[src/rtl/ping_seq_pkg.sv]
// Shared types and constants for the ping sequencer slice.
// Optional feature macro: OVERRUN_COUNT_EN (adds overrun_cnt to the bus).
package ping_seq_pkg;

    typedef enum logic [2:0] {
        IDLE,
        TX,
        BLANK,
        LISTEN,
        DONE
    } seq_state_t;

    localparam int CLK_HZ         = 150_000_000;
    localparam int LEN_W_DEFAULT  = 20;
    localparam int NUM_CH_DEFAULT = 4;

endpackage

[src/rtl/ping_sequencer_if.sv]
// Control/status bundle between the trigger side and the ping sequencer.
// The master drives trigger, enable, mask and phase lengths; the slave
// (the sequencer) drives the TX/RX gating and status pulses.
// Optional feature macro: OVERRUN_COUNT_EN adds the overrun_cnt status word.
interface ping_sequencer_if
    import ping_seq_pkg::*;
#(
    parameter int NUM_CH = NUM_CH_DEFAULT,
    parameter int LEN_W  = LEN_W_DEFAULT
);

    logic                      trigger_in;
    logic                      enable;
    logic [NUM_CH-1:0]         ch_mask;
    logic [LEN_W-1:0]          tx_len;
    logic [LEN_W-1:0]          blank_len;
    logic [LEN_W-1:0]          listen_len;

    logic                      tx_en;
    logic [$clog2(NUM_CH)-1:0] tx_chan;
    logic                      rx_en;
    logic                      busy;
    logic                      frame_done;
    logic                      overrun;
`ifdef OVERRUN_COUNT_EN
    logic [15:0]               overrun_cnt;
`endif

    modport master (
        output trigger_in,
        output enable,
        output ch_mask,
        output tx_len,
        output blank_len,
        output listen_len,
        input  tx_en,
        input  tx_chan,
        input  rx_en,
        input  busy,
        input  frame_done,
`ifdef OVERRUN_COUNT_EN
        input  overrun_cnt,
`endif
        input  overrun
    );

    modport slave (
        input  trigger_in,
        input  enable,
        input  ch_mask,
        input  tx_len,
        input  blank_len,
        input  listen_len,
        output tx_en,
        output tx_chan,
        output rx_en,
        output busy,
        output frame_done,
`ifdef OVERRUN_COUNT_EN
        output overrun_cnt,
`endif
        output overrun
    );

endinterface

[src/rtl/rr_pick.sv]
// Combinational round-robin picker: returns the first set mask bit strictly
// after the last-served index, wrapping at NUM_CH. The last-served channel
// itself is only chosen again when it is the only eligible one.
module rr_pick
    import ping_seq_pkg::*;
#(
    parameter int NUM_CH = NUM_CH_DEFAULT
) (
    input  logic [NUM_CH-1:0]         mask_i,
    input  logic [$clog2(NUM_CH)-1:0] last_i,
    output logic                      valid_o,
    output logic [$clog2(NUM_CH)-1:0] idx_o
);

    localparam int IDX_W = $clog2(NUM_CH);

    // Scan from the farthest offset to the nearest so the nearest set bit wins
    always_comb begin
        int j;
        valid_o = 1'b0;
        idx_o   = '0;
        j       = 0;
        for (int off = NUM_CH; off >= 1; off--) begin
            j = int'(last_i) + off;
            if (j >= NUM_CH) begin
                j = j - NUM_CH;
            end
            if (mask_i[j]) begin
                valid_o = 1'b1;
                idx_o   = IDX_W'(j);
            end
        end
    end

endmodule

[src/rtl/ping_sequencer.sv]
// Ranging-frame sequencer: one TX burst, blanking gap and listen window per
// accepted trigger, round-robin across the eligible transmit channels.
// A single down-counter times whichever phase is active; zero-length phases
// are skipped entirely. All outputs are registered.
// Optional feature macro: OVERRUN_COUNT_EN adds a saturating overrun counter.
module ping_sequencer
    import ping_seq_pkg::*;
#(
    parameter int NUM_CH = NUM_CH_DEFAULT,
    parameter int LEN_W  = LEN_W_DEFAULT
) (
    input  logic             clk_in,
    input  logic             rst_in,
    ping_sequencer_if.slave  bus
);

    localparam int                IDX_W      = $clog2(NUM_CH);
    localparam logic [IDX_W-1:0]  LAST_RESET = IDX_W'(NUM_CH - 1);
    localparam logic [LEN_W-1:0]  LEN_ONE    = LEN_W'(1);

    seq_state_t        state_q, state_d;
    logic [LEN_W-1:0]  timer_q, timer_d;
    logic [LEN_W-1:0]  blankLen_q;
    logic [LEN_W-1:0]  listenLen_q;
    logic [IDX_W-1:0]  lastChan_q;
    logic [IDX_W-1:0]  txChan_q;
    logic              txEn_q;
    logic              rxEn_q;
    logic              busy_q;
    logic              frameDone_q;
    logic              overrun_q;

    logic              accept;
    logic              overrun_d;
    logic              pickValid;
    logic [IDX_W-1:0]  pickIdx;

    seq_state_t        startState, afterTx, afterBlank;
    logic [LEN_W-1:0]  startLoad, afterTxLoad, afterBlankLoad;

    rr_pick #(
        .NUM_CH (NUM_CH)
    ) u_rrPick (
        .mask_i  (bus.ch_mask),
        .last_i  (lastChan_q),
        .valid_o (pickValid),
        .idx_o   (pickIdx)
    );

    // Work out which phase follows each point, skipping zero-length phases
    always_comb begin
        startState = DONE;
        startLoad  = '0;
        if (bus.tx_len != '0) begin
            startState = TX;
            startLoad  = bus.tx_len - LEN_ONE;
        end else if (bus.blank_len != '0) begin
            startState = BLANK;
            startLoad  = bus.blank_len - LEN_ONE;
        end else if (bus.listen_len != '0) begin
            startState = LISTEN;
            startLoad  = bus.listen_len - LEN_ONE;
        end

        afterTx     = DONE;
        afterTxLoad = '0;
        if (blankLen_q != '0) begin
            afterTx     = BLANK;
            afterTxLoad = blankLen_q - LEN_ONE;
        end else if (listenLen_q != '0) begin
            afterTx     = LISTEN;
            afterTxLoad = listenLen_q - LEN_ONE;
        end

        afterBlank     = DONE;
        afterBlankLoad = '0;
        if (listenLen_q != '0) begin
            afterBlank     = LISTEN;
            afterBlankLoad = listenLen_q - LEN_ONE;
        end
    end

    // Next-state and phase-timer decisions for the frame FSM
    always_comb begin
        state_d = state_q;
        timer_d = timer_q;
        accept  = 1'b0;
        case (state_q)
            IDLE: begin
                if (bus.trigger_in && bus.enable && pickValid) begin
                    accept  = 1'b1;
                    state_d = startState;
                    timer_d = startLoad;
                end
            end
            TX: begin
                if (!bus.enable) begin
                    state_d = IDLE;
                end else if (timer_q == '0) begin
                    state_d = afterTx;
                    timer_d = afterTxLoad;
                end else begin
                    timer_d = timer_q - LEN_ONE;
                end
            end
            BLANK: begin
                if (!bus.enable) begin
                    state_d = IDLE;
                end else if (timer_q == '0) begin
                    state_d = afterBlank;
                    timer_d = afterBlankLoad;
                end else begin
                    timer_d = timer_q - LEN_ONE;
                end
            end
            LISTEN: begin
                if (!bus.enable) begin
                    state_d = IDLE;
                end else if (timer_q == '0) begin
                    state_d = DONE;
                    timer_d = '0;
                end else begin
                    timer_d = timer_q - LEN_ONE;
                end
            end
            DONE: begin
                state_d = IDLE;
            end
            default: begin
                state_d = IDLE;
                timer_d = '0;
            end
        endcase
    end

    assign overrun_d = bus.trigger_in && (state_q != IDLE);

    // Register state, latched frame parameters and the decoded outputs
    always_ff @(posedge clk_in or posedge rst_in) begin
        if (rst_in) begin
            state_q     <= IDLE;
            timer_q     <= '0;
            blankLen_q  <= '0;
            listenLen_q <= '0;
            lastChan_q  <= LAST_RESET;
            txChan_q    <= '0;
            txEn_q      <= 1'b0;
            rxEn_q      <= 1'b0;
            busy_q      <= 1'b0;
            frameDone_q <= 1'b0;
            overrun_q   <= 1'b0;
        end else begin
            state_q     <= state_d;
            timer_q     <= timer_d;
            txEn_q      <= (state_d == TX);
            rxEn_q      <= (state_d == LISTEN);
            busy_q      <= (state_d != IDLE);
            frameDone_q <= (state_d == DONE);
            overrun_q   <= overrun_d;
            if (accept) begin
                blankLen_q  <= bus.blank_len;
                listenLen_q <= bus.listen_len;
                lastChan_q  <= pickIdx;
                txChan_q    <= pickIdx;
            end
        end
    end

    assign bus.tx_en      = txEn_q;
    assign bus.tx_chan    = txChan_q;
    assign bus.rx_en      = rxEn_q;
    assign bus.busy       = busy_q;
    assign bus.frame_done = frameDone_q;
    assign bus.overrun    = overrun_q;

`ifdef OVERRUN_COUNT_EN
    logic [15:0] overrunCnt_q;

    // Count dropped triggers, holding at all-ones rather than wrapping
    always_ff @(posedge clk_in or posedge rst_in) begin
        if (rst_in) begin
            overrunCnt_q <= '0;
        end else if (overrun_d && (overrunCnt_q != 16'hFFFF)) begin
            overrunCnt_q <= overrunCnt_q + 16'd1;
        end
    end

    assign bus.overrun_cnt = overrunCnt_q;
`endif

endmodule

[src/flat_wrapper.sv]
// flat-port wrapper written by rule: the top's interface ports become plain ports
module ping_sequencer_flat import ping_seq_pkg::*;
#(
    parameter int NUM_CH = NUM_CH_DEFAULT,
    parameter int LEN_W  = LEN_W_DEFAULT
)
  (clk_in, rst_in, bus_trigger_in, bus_enable, bus_ch_mask, bus_tx_len, bus_blank_len, bus_listen_len, bus_tx_en, bus_tx_chan, bus_rx_en, bus_busy, bus_frame_done, bus_overrun);
  ping_sequencer_if #(.NUM_CH(NUM_CH), .LEN_W(LEN_W)) bus_i ();
  input  logic clk_in;
  input  logic rst_in;
  input wire logic [$bits(bus_i.trigger_in)-1:0] bus_trigger_in;
  input wire logic [$bits(bus_i.enable)-1:0] bus_enable;
  input wire logic [$bits(bus_i.ch_mask)-1:0] bus_ch_mask;
  input wire logic [$bits(bus_i.tx_len)-1:0] bus_tx_len;
  input wire logic [$bits(bus_i.blank_len)-1:0] bus_blank_len;
  input wire logic [$bits(bus_i.listen_len)-1:0] bus_listen_len;
  output wire logic [$bits(bus_i.tx_en)-1:0] bus_tx_en;
  output wire logic [$bits(bus_i.tx_chan)-1:0] bus_tx_chan;
  output wire logic [$bits(bus_i.rx_en)-1:0] bus_rx_en;
  output wire logic [$bits(bus_i.busy)-1:0] bus_busy;
  output wire logic [$bits(bus_i.frame_done)-1:0] bus_frame_done;
  output wire logic [$bits(bus_i.overrun)-1:0] bus_overrun;
  assign bus_i.trigger_in = bus_trigger_in;
  assign bus_i.enable = bus_enable;
  assign bus_i.ch_mask = bus_ch_mask;
  assign bus_i.tx_len = bus_tx_len;
  assign bus_i.blank_len = bus_blank_len;
  assign bus_i.listen_len = bus_listen_len;
  assign bus_tx_en = bus_i.tx_en;
  assign bus_tx_chan = bus_i.tx_chan;
  assign bus_rx_en = bus_i.rx_en;
  assign bus_busy = bus_i.busy;
  assign bus_frame_done = bus_i.frame_done;
  assign bus_overrun = bus_i.overrun;
  ping_sequencer #(.NUM_CH(NUM_CH), .LEN_W(LEN_W)) u_core (.clk_in(clk_in), .rst_in(rst_in), .bus(bus_i));
endmodule
[config.mk]
export PLATFORM = sky130hd
export DESIGN_NAME = ping_sequencer_flat
export DESIGN_NICKNAME = d
export VERILOG_FILES = /design/src/rtl/ping_seq_pkg.sv /design/src/rtl/ping_sequencer_if.sv /design/src/rtl/rr_pick.sv /design/src/rtl/ping_sequencer.sv /design/src/flat_wrapper.sv
export SDC_FILE = /design/constraint.sdc
export NUM_CORES = 1
export LEC_CHECK = 0
export BUFFER_PORTS_ARGS = -buffer_cell sky130_fd_sc_hd__buf_2
export CAP_MARGIN = 20
export CORE_ASPECT_RATIO = 1.5
export CORE_UTILIZATION = 60
export DETAILED_ROUTE_END_ITERATION = 16
export PLACE_DENSITY = 0.82
export SETUP_SLACK_MARGIN = 0.1
export SLEW_MARGIN = 25
export SYNTH_ARGS = -nofsm -noshare
export SYNTH_HDL_FRONTEND = slang
export SYNTH_HIERARCHICAL = 1
export SYNTH_SLANG_ARGS = --single-unit
[constraint.sdc]
create_clock -name clk_in -period 3.3 [get_ports clk_in]
set_input_delay 0.495 -clock clk_in [delete_from_list [all_inputs] [get_ports clk_in]]
set_output_delay 0.495 -clock clk_in [all_outputs]
set_load 0.01 [all_outputs]
Word level (Yosys, flattened, before mapping):

Index checks and enable logic that the tools add are counted.
W data, S select, Z words.

* register bits after elaboration: 72
* logic and storage cells: 110
* input port bits: 68
* output and inout port bits: 7

* muxes and demuxes: 52
* add/subtract/negate cells: 14
* bitwise logic cells: 1
* reduce and logical (&&, ||, !) cells: 13
* $lt $le $gt $ge: 8
* equal/unequal tests: 11

Operators with widths (count)
* $mux W20: 12
* $lt A32 B4 Y1 const B: 4
* $mux W32: 4
* $sub A20 B1 Y20 const B: 6
* $pmux W20 S5: 1
* $reduce_bool A20 Y1: 5
* $mux W3: 12
* $ge A32 B4 Y1 const B: 1
* $sub A32 B4 Y32 const B: 1
* $logic_not A20 Y1: 1
* $mux W1: 14
* $pmux W3 S4: 1
* $sub A3 B3 Y4 const B: 3
* $eq A3 B2 Y1 const B: 3
* $ge A3 B3 Y1 const B: 3
* $bmux W1 S2: 4
* $mux W2: 4
* $add A2 B2 Y3 const B: 2
* $eq A3 B1 Y1 const B: 2
* $eq A3 B3 Y1 const B: 2
* $ne A2 B2 Y1 const B: 3
* $reduce_bool A3 Y1: 2
* $reduce_and A5 Y1: 1
* $add A2 B3 Y4 const B: 1
* other kinds (5): 7

Depth between registers and ports, before layout:

Gate-level depths: netlist of run 1.

* word-level depth: 14
* depth in mapped cells: 9
* mapped depth without buffers: 8

Hierarchy:

The synthesis of run 1 kept the hierarchy.

Modules (own cells, without submodules)
* ping_sequencer: times used 1, area an instance 6108.4 um^2, cells an instance 793, seq. area each 1804.2 um^2
* rr_pick: times used 1, area an instance 91.3 um^2, cells an instance 14, seq. area each 0.0 um^2

Worst setup path before layout of run 1:

Ideal clock, no wire load.

* kind: input port to flip-flop
* from: input port bus_blank_len[10]
* to: register u_core.timer_q[3]
* cell stages on the path: 7
* data arrival time: 2.386 ns
* path slack: 0.778 ns
* library setup time: 0.136 ns
* buffers on the path: 2
* cell sequence: or4_4 > or4_1 > buf_2 > or2_4 > buf_6 > a221oi_1 > o211ai_1

* cells in the longest elaborated chain, start to end: 5

Ends and longest elaborated chain
* start, declared: line flat_wrapper.sv:15 `input wire logic [$bits(bus_i.blank_len)-1:0] bus_blank_len;`
* $reduce_bool A20 Y1: line ping_sequencer.sv:57 `end else if (bus.blank_len != '0) begin`
* $mux W20: line ping_sequencer.sv:57
* $mux W20: line ping_sequencer.sv:54 `if (bus.tx_len != '0) begin`
* $mux W20: line ping_sequencer.sv:90 `if (bus.trigger_in && bus.enable && pickValid) begin`
* $pmux W20 S5: line ping_sequencer.sv:88 `case (state_q)`
* end signal, assigned: line ping_sequencer.sv:154 `timer_q <= timer_d;`
* end, declared: line ping_sequencer.sv:22 `logic [LEN_W-1:0] timer_q, timer_d;`

Every way passes these cells. The select of a mux whose other input is x is not followed.
A chain may end at the register's enable or synchronous reset.

Worst setup path after layout of run 1:

* from: register u_core.blankLen_q[0]
* to: register u_core.timer_q[7]

* cells in the longest elaborated chain, start to end: 5
* elaborated cells between the ends (all ways): 6

Ends and longest elaborated chain
* start, declared: line ping_sequencer.sv:23 `logic [LEN_W-1:0] blankLen_q;`
* start signal, assigned: line ping_sequencer.sv:161 `blankLen_q <= bus.blank_len;`
* $sub A20 B1 Y20 / $reduce_bool A20 Y1 (equally long branches): line ping_sequencer.sv:69, ping_sequencer.sv:67
* $mux W20 *: line ping_sequencer.sv:67 `if (blankLen_q != '0) begin`
* $mux W20 *: line ping_sequencer.sv:99 `end else if (timer_q == '0) begin`
* $mux W20 *: line ping_sequencer.sv:97 `if (!bus.enable) begin`
* $pmux W20 S5 *: line ping_sequencer.sv:88

Mark *: on every way between the ends. The rest lies on a longest branch, timed or not. The select of a mux whose other input is x is not followed.

==> flow_summary.toml, run 1 <==
[route]
ant_nets = 0
routed_vias = 6806
drt_first_pass_iters = 6
totalWireLength_mm = 22.8
drt-initial-drc-count = 809
drc = 0
vias_per_cell = 6.81
wl_per_cell_um = 22.8

[power_and_ir_drop]
power_switching_uw = 2480
power_density_cells_nw_per_um2 = 746
seq_power_share_pct = 35.8
combinationalPowerShare_pct = 45.1
clock_power_share_pct = 19.1
p_leak_uw = 0.00296
swShare_pct = 47.1
cell_int_power_uw = 2780
vdd_ir_drop_max_uv = 602

[synth]
ff_latch_count_synth = 72
synth_top_area_share_pct = 28.3
synth_fp_nets = 887
synth_ff_type = "dfrtp_1"
netlist.top_cell.by_area = "dfrtp_1"
synth_enable_flop_cells = 0
synth-seq-area-share_pct = 29.1
synthCells = 807
netlist_area_um2 = 6200
yosys_warnings = 6
syn_avg_cell_area_um2 = 7.68
netlist-cell-type-count = 71
async_flop_share_pct = 100
post_synth_main_area_contributors = "dfrtp_1, nand2_1, xor2_1"

[die]
num_io_pins = 75
fp.dieW_um = 85.0
design.die.area_um2 = 10800
start_util_pct = 61.5
fp.dieH_um = 126
core_region_area_um2 = 10100
std_cell_rows = 45

[clocking]
cts.path.max_buffers = 2
clk-insertion-delay-late_ps = 340
master_cell_of_the_clock_root_buffer = "clkbuf_16"
cts.sink_count = 72
clock_tree_from_tritoncts = "done"
cts_max_level = 3
cts.reportedPaths.clkPinSlew_ps = 60
post-cts-setup-buffer-count = 0
postCtsResizedCells = 0
numCtsBuffers = 9
cts_hold_repair.buffers = 0

[setup_path]
worstReg2RegEnd = "u_core/timer_q[7]$_DFFE_PP0P_"
critical_path.max_stage_delay_ps = 650
worstPathMaxFanout = 11
cell_family_with_the_largest_share_of_critical_path_delay = "simple AND/OR/NAND/NOR gates"
r2r_slack_ps = 450
critical_path.slowest_cell = "or4b_2"
worstSetupPathDepth = 10
timing.critical_path.from_type = "flop"
worstReg2RegStart = "u_core/blankLen_q[0]$_DFFE_PP0P_"
critical_path.n_buffers_inverters = 3
most_used_cell_cp = "buf_4"
endpoint_kind = "flop"
worst_ep_arrival_time_ps = 3130
worstRegToRegCells = 10
cp_cell_sequence = "inv_1 -> ha_1 -> or4b_2 -> nor4_2 -> a31oi_1 -> buf_4 -> a211oi_1 -> buf_4 -> o2111ai_1 -> nand3_1"
critical_path_class = "reg -> reg"
crit_required_ps = 3570

[sta]
skew_ps = 7.66
final-setup-viol-count = 0
setup_total_negative_slack_ps = 0
final_max_slew_viol_count = 0
setup_repair_after_global_routing_missed_its_margin = "no"
max_slew.worst_pin.slew_ps = 866
timing.final.crit_period_ps = 2850
maxClockFrequency_mhz = 350
holdWs_ps = 230
max_slew_margin_pct = 42.0
fin_crit_sh_pct = 86.5
timing_hold_violations_final = 0

[status]
result_of_the_run = "completed"

[cells_and_area]
final_area_um2 = 7060
antenna-diode-count = 0
drive_above_1_share_pct = 16.3
area_growth_syn_to_layout_pct = 13.9
fin_cells = 999
fin_util_pct = 70.1
design.final.nets = 957

[place]
place_inst = 983
port_buffers = 74
hpwlAfterDp_mm = 17.5
postPlaceCellArea_um2 = 6760
finalWeightedCongestion = 1.09

[grt]
grt_remaining_overflow = 0
initial_antenna_violation_count = 0
maximum_number_of_pins_on_one_net_before_global_route_repair = 73
globalRouteTotalUtil_pct = 43.6
number_of_global_route_vias_before_repair = 6399
grt_pass1_wl_mm = 35.3

[job]
maxCapViolations = 0

[min_path]
hold_class = "in -> async"
[how the worst max path moves through the flow]
| stage | start | endpoint | slack [ps] |
|---|---|---|---|
| 2_1_floorplan | bus_blank_len[10] | u_core/timer_q[3]$_DFFE_PP0P_ | 780 |
| 3_3_place_gp | bus_blank_len[10] | u_core/timer_q[4]$_DFFE_PP0P_ | 380 |
| 3_5_place_dp | bus_blank_len[10] | u_core/timer_q[4]$_DFFE_PP0P_ | 330 |
| 4_1_cts | u_core/blankLen_q[0]$_DFFE_PP0P_ | u_core/timer_q[2]$_DFFE_PP0P_ | 490 |
| 5_1_grt | u_core/blankLen_q[0]$_DFFE_PP0P_ | u_core/timer_q[2]$_DFFE_PP0P_ | 260 |
| 6_report | u_core/blankLen_q[0]$_DFFE_PP0P_ | u_core/timer_q[7]$_DFFE_PP0P_ | 450 |
[cell type report]
class / instances / area, um^2
clock inverter: 7 / 77.6
inverter: 21 / 78.8
timing repair buffer: 100 / 578
fill: 881 / 3020
clock buffer: 9 / 225
multi-input combinational: 673 / 4150
sequential: 72 / 1800
tap: 117 / 146
[flip-flops by register name (all words and copies together) (netlist names), 2 cells and up]
signal	cells
u_core/timer_q	20
u_core/listenLen_q	20
u_core/lastChan_q	2
u_core/blankLen_q	20
u_core/bus.tx_chan	2
u_core/state_q	3
[cells in the final DEF, fill, tap and decap left out, types with 16 or more instances in the layout]
| cell type | netlist | routed |
|---|---|---|
| o21ai_0 | 41 | 41 |
| nor4_1 | 31 | 31 |
| xnor2_1 | 31 | 31 |
| a221oi_1 | 18 | 18 |
| buf_2 | 5 | 74 |
| dfrtp_1 | 70 | 70 |
| a21oi_1 | 27 | 27 |
| nand3_1 | 27 | 27 |
| nand2_1 | 162 | 162 |
| nor3_1 | 36 | 35 |
| xor2_1 | 48 | 48 |
| nor2_1 | 45 | 45 |
| nand4_1 | 16 | 16 |
| inv_1 | 21 | 20 |
| buf_4 | 1 | 25 |
[worst reg2reg max path: stages (launching register included)]
cell       delay [ps]
dfrtp_1           430
inv_1             130
ha_1              150
or4b_2            650
nor4_2            390
a31oi_1           150
buf_4             200
a211oi_1          260
buf_4             170
o2111ai_1         120
nand3_1           140
[per-stage QoR]
stage               total power (uW)  setup WS, ps
global route                    5550           265
CTS                             5170           487
finish                          5260           445
floorplan                       3230           778
global placement                4060           378
detailed placement              4160           335
[cells by family after synthesis]
kind of cell,after synthesis,share of synthesized area (%)
multiplexers,2,0.323
XOR/XNOR,79,11.2
buffers and inverters,62,4.04
AND/OR/NAND/NOR,407,33.7
flip-flops,72,29.1
AO/OA/AOI/OAI,173,19.3
adder cells (fa/ha/maj),12,2.42
[power by group through the flow]
stage	clock network, uW	registers, uW	logic [uW]
finish	1010	1880	2380
global route	1040	1930	2570
CTS	1010	1850	2300
detailed placement	0	1870	2290
global placement	0	1820	2230
floorplan	0	1670	1560
[layer usage]
metal	GRT usage (%)	vias to the layer above	part of all wire [%]
met5	0	-	0
met4	26.9	0	7.1
met3	7.74	89	8.6
met2	71.4	422	47
met1	52.9	3189	37
li1	-	3106	-
[cell usage after synthesis, drive strengths merged, types with 9 or more instances]
| library cell | n |
|---|---|
| nor3 | 38 |
| nand3 | 27 |
| nand2 | 162 |
| o211ai | 15 |
| or3 | 11 |
| o31ai | 13 |
| inv | 21 |
| or4 | 15 |
| ha | 12 |
| a221oi | 18 |
| clkbuf | 34 |
| xnor2 | 31 |
| xor2 | 48 |
| nand4 | 17 |
| dfrtp | 70 |
| nand2b | 10 |
| nor4 | 35 |
| and3 | 9 |
| a21oi | 28 |
| o21ai | 42 |
| nor2 | 48 |
| o221ai | 9 |
Note: power is estimated with default switching activity, not from simulation.
==> inputs of run 2 (changes only) <==
--- a/config.mk
+++ b/config.mk
@@ -10,7 +10,7 @@
 export CORE_ASPECT_RATIO = 1.5
 export CORE_UTILIZATION = 60
 export DETAILED_ROUTE_END_ITERATION = 16
-export PLACE_DENSITY = 0.82
+export PLACE_DENSITY = 0.86
 export SETUP_SLACK_MARGIN = 0.1
 export SLEW_MARGIN = 25
 export SYNTH_ARGS = -nofsm -noshare
==> flow_summary.toml, run 2 (same netlist as run 1, synthesis figures left out) <==
[status]
result_of_the_run = "completed"

[sta]
max_slew_margin_pct = 40.6
maxClockFrequency_mhz = 330
timing_hold_violations_final = 0
setup_total_negative_slack_ps = 0
max_slew.worst_pin.slew_ps = 889
final-setup-viol-count = 0
timing.final.crit_period_ps = 3030
timing.final.ws_setup_ps = 265
skew_ps = 7.14
fin_crit_sh_pct = 92.0
final_max_slew_viol_count = 0
setup_repair_after_global_routing_missed_its_margin = "no"

[route]
drt-initial-drc-count = 849
routed_vias = 6825
drc = 0
ant_nets = 0
totalWireLength_mm = 22.6
drt_first_pass_iters = 5
vias_per_cell = 6.82
wl_per_cell_um = 22.6

[grt]
globalRouteTotalUtil_pct = 43.5
number_of_global_route_vias_before_repair = 6485
initial_antenna_violation_count = 0
grt_remaining_overflow = 0
grt_pass1_wl_mm = 35.4
maximum_number_of_pins_on_one_net_before_global_route_repair = 60

[setup_path]
crit_required_ps = 3510
worst_ep_arrival_time_ps = 3240
critical_path_class = "reg -> reg"
worstPathMaxFanout = 7
endpoint_kind = "flop"
timing.critical_path.from_type = "flop"

[die]
fp.dieH_um = 126
start_util_pct = 61.5
core_region_area_um2 = 10100
fp.dieW_um = 85.0
design.die.area_um2 = 10800
std_cell_rows = 45
num_io_pins = 75

[cells_and_area]
reg_top3 = "u_core/blankLen_q: 20 flops, u_core/listenLen_q: 20 flops, u_core/timer_q: 20 flops"
antenna-diode-count = 0
seq_area_um2 = 1800
final_cell_mix = "nand2_1, buf_2, dfrtp_1"
multiInputGateArea_um2 = 4150
area_growth_syn_to_layout_pct = 14.0
drive_above_1_share_pct = 16.4
fill_cells = 815
design.final.nets = 959
most_common_cell_after_layout_fill_and_taps_aside = "nand2_1"

[place]
hpwlAfterDp_mm = 17.6
dp_worst_setup_slack_ps = 369
port_buffers = 74
finalWeightedCongestion = 1.03

[clocking]
postCtsResizedCells = 0
cts.path.max_buffers = 2
numCtsBuffers = 9
master_cell_of_the_clock_root_buffer = "clkbuf_16"
clk-insertion-delay-late_ps = 340
cts.reportedPaths.clkPinSlew_ps = 60
cts.sink_count = 72
clock_tree_from_tritoncts = "done"
post-cts-setup-buffer-count = 0
cts_hold_repair.buffers = 0
cts_max_level = 3

[power_and_ir_drop]
p_leak_uw = 0.00297
power_density_cells_nw_per_um2 = 740
vdd_ir_drop_max_uv = 474

[job]
maxCapViolations = 0

[min_path]
hold_class = "in -> async"
run 2: power breakdown:
| part | total (uW) | switching, uW | internal [uW] |
|---|---|---|---|
| combinational | 2380 | 1490 | 889 |
| clock | 990 | 402 | 588 |
| sequential | 1870 | 570 | 1300 |
| total | 5230 | 2460 | 2770 |
run 2: layout make-up:
class / count / area share [%]
Timing Repair Buffer: 102 / 8.39
Tap cell: 117 / 2.07
Inverter: 21 / 1.12
Clock inverter: 6 / 0.956
Sequential cell: 72 / 25.5
Clock buffer: 10 / 3.24
Multi-Input combinational cell: 673 / 58.7
run 2: path summary, 6_finish.rpt:
check	from	end	slack (ps)	cells after the start
worst min register to register	u_core/bus.tx_chan[0]$_DFFE_PP0P_	u_core/bus.tx_chan[0]$_DFFE_PP0P_	480	2
max in group asynchronous	rst_in	u_core/blankLen_q[8]$_DFFE_PP0P_	2130	3
min in group clk_in	bus_blank_len[18]	u_core/blankLen_q[18]$_DFFE_PP0P_	400	3
worst min-delay path	rst_in	u_core/bus.rx_en$_DFF_PP0_	340	2
worst max-delay path	u_core/timer_q[8]$_DFFE_PP0P_	u_core/timer_q[18]$_DFFE_PP0P_	270	6
worst max register to register	u_core/timer_q[8]$_DFFE_PP0P_	u_core/timer_q[18]$_DFFE_PP0P_	270	6
run 2: worst max-delay path, cell delays in order, from the launching register on:
cell and delay [ps]:
dfrtp_1 440, or4_1 620, nor4_2 510, nand4_1 490, a221oi_1 600, buf_4 200
o22ai_1 50
run 2: metrics by stage:
stage	power [uW]	hold slack [ps]	area, um^2	util, %	instances
global placement	4020	460	6770	67.2	985
floorplan	3230	460	6200	-	807
finish	5230	343	7070	70.1	1001
detailed placement	4120	466	6770	67.2	985
global route	5510	414	7070	70.1	1001
CTS	5130	365	7070	70.1	1001
run 2: layer usage:
| layer | wire length, um | GRT usage (%) |
|---|---|---|
| met5 | 0 | 0 |
| met4 | 1410 | 25.3 |
| met3 | 1950 | 6.96 |
| met2 | 11000 | 73.5 |
| met1 | 8200 | 51.8 |
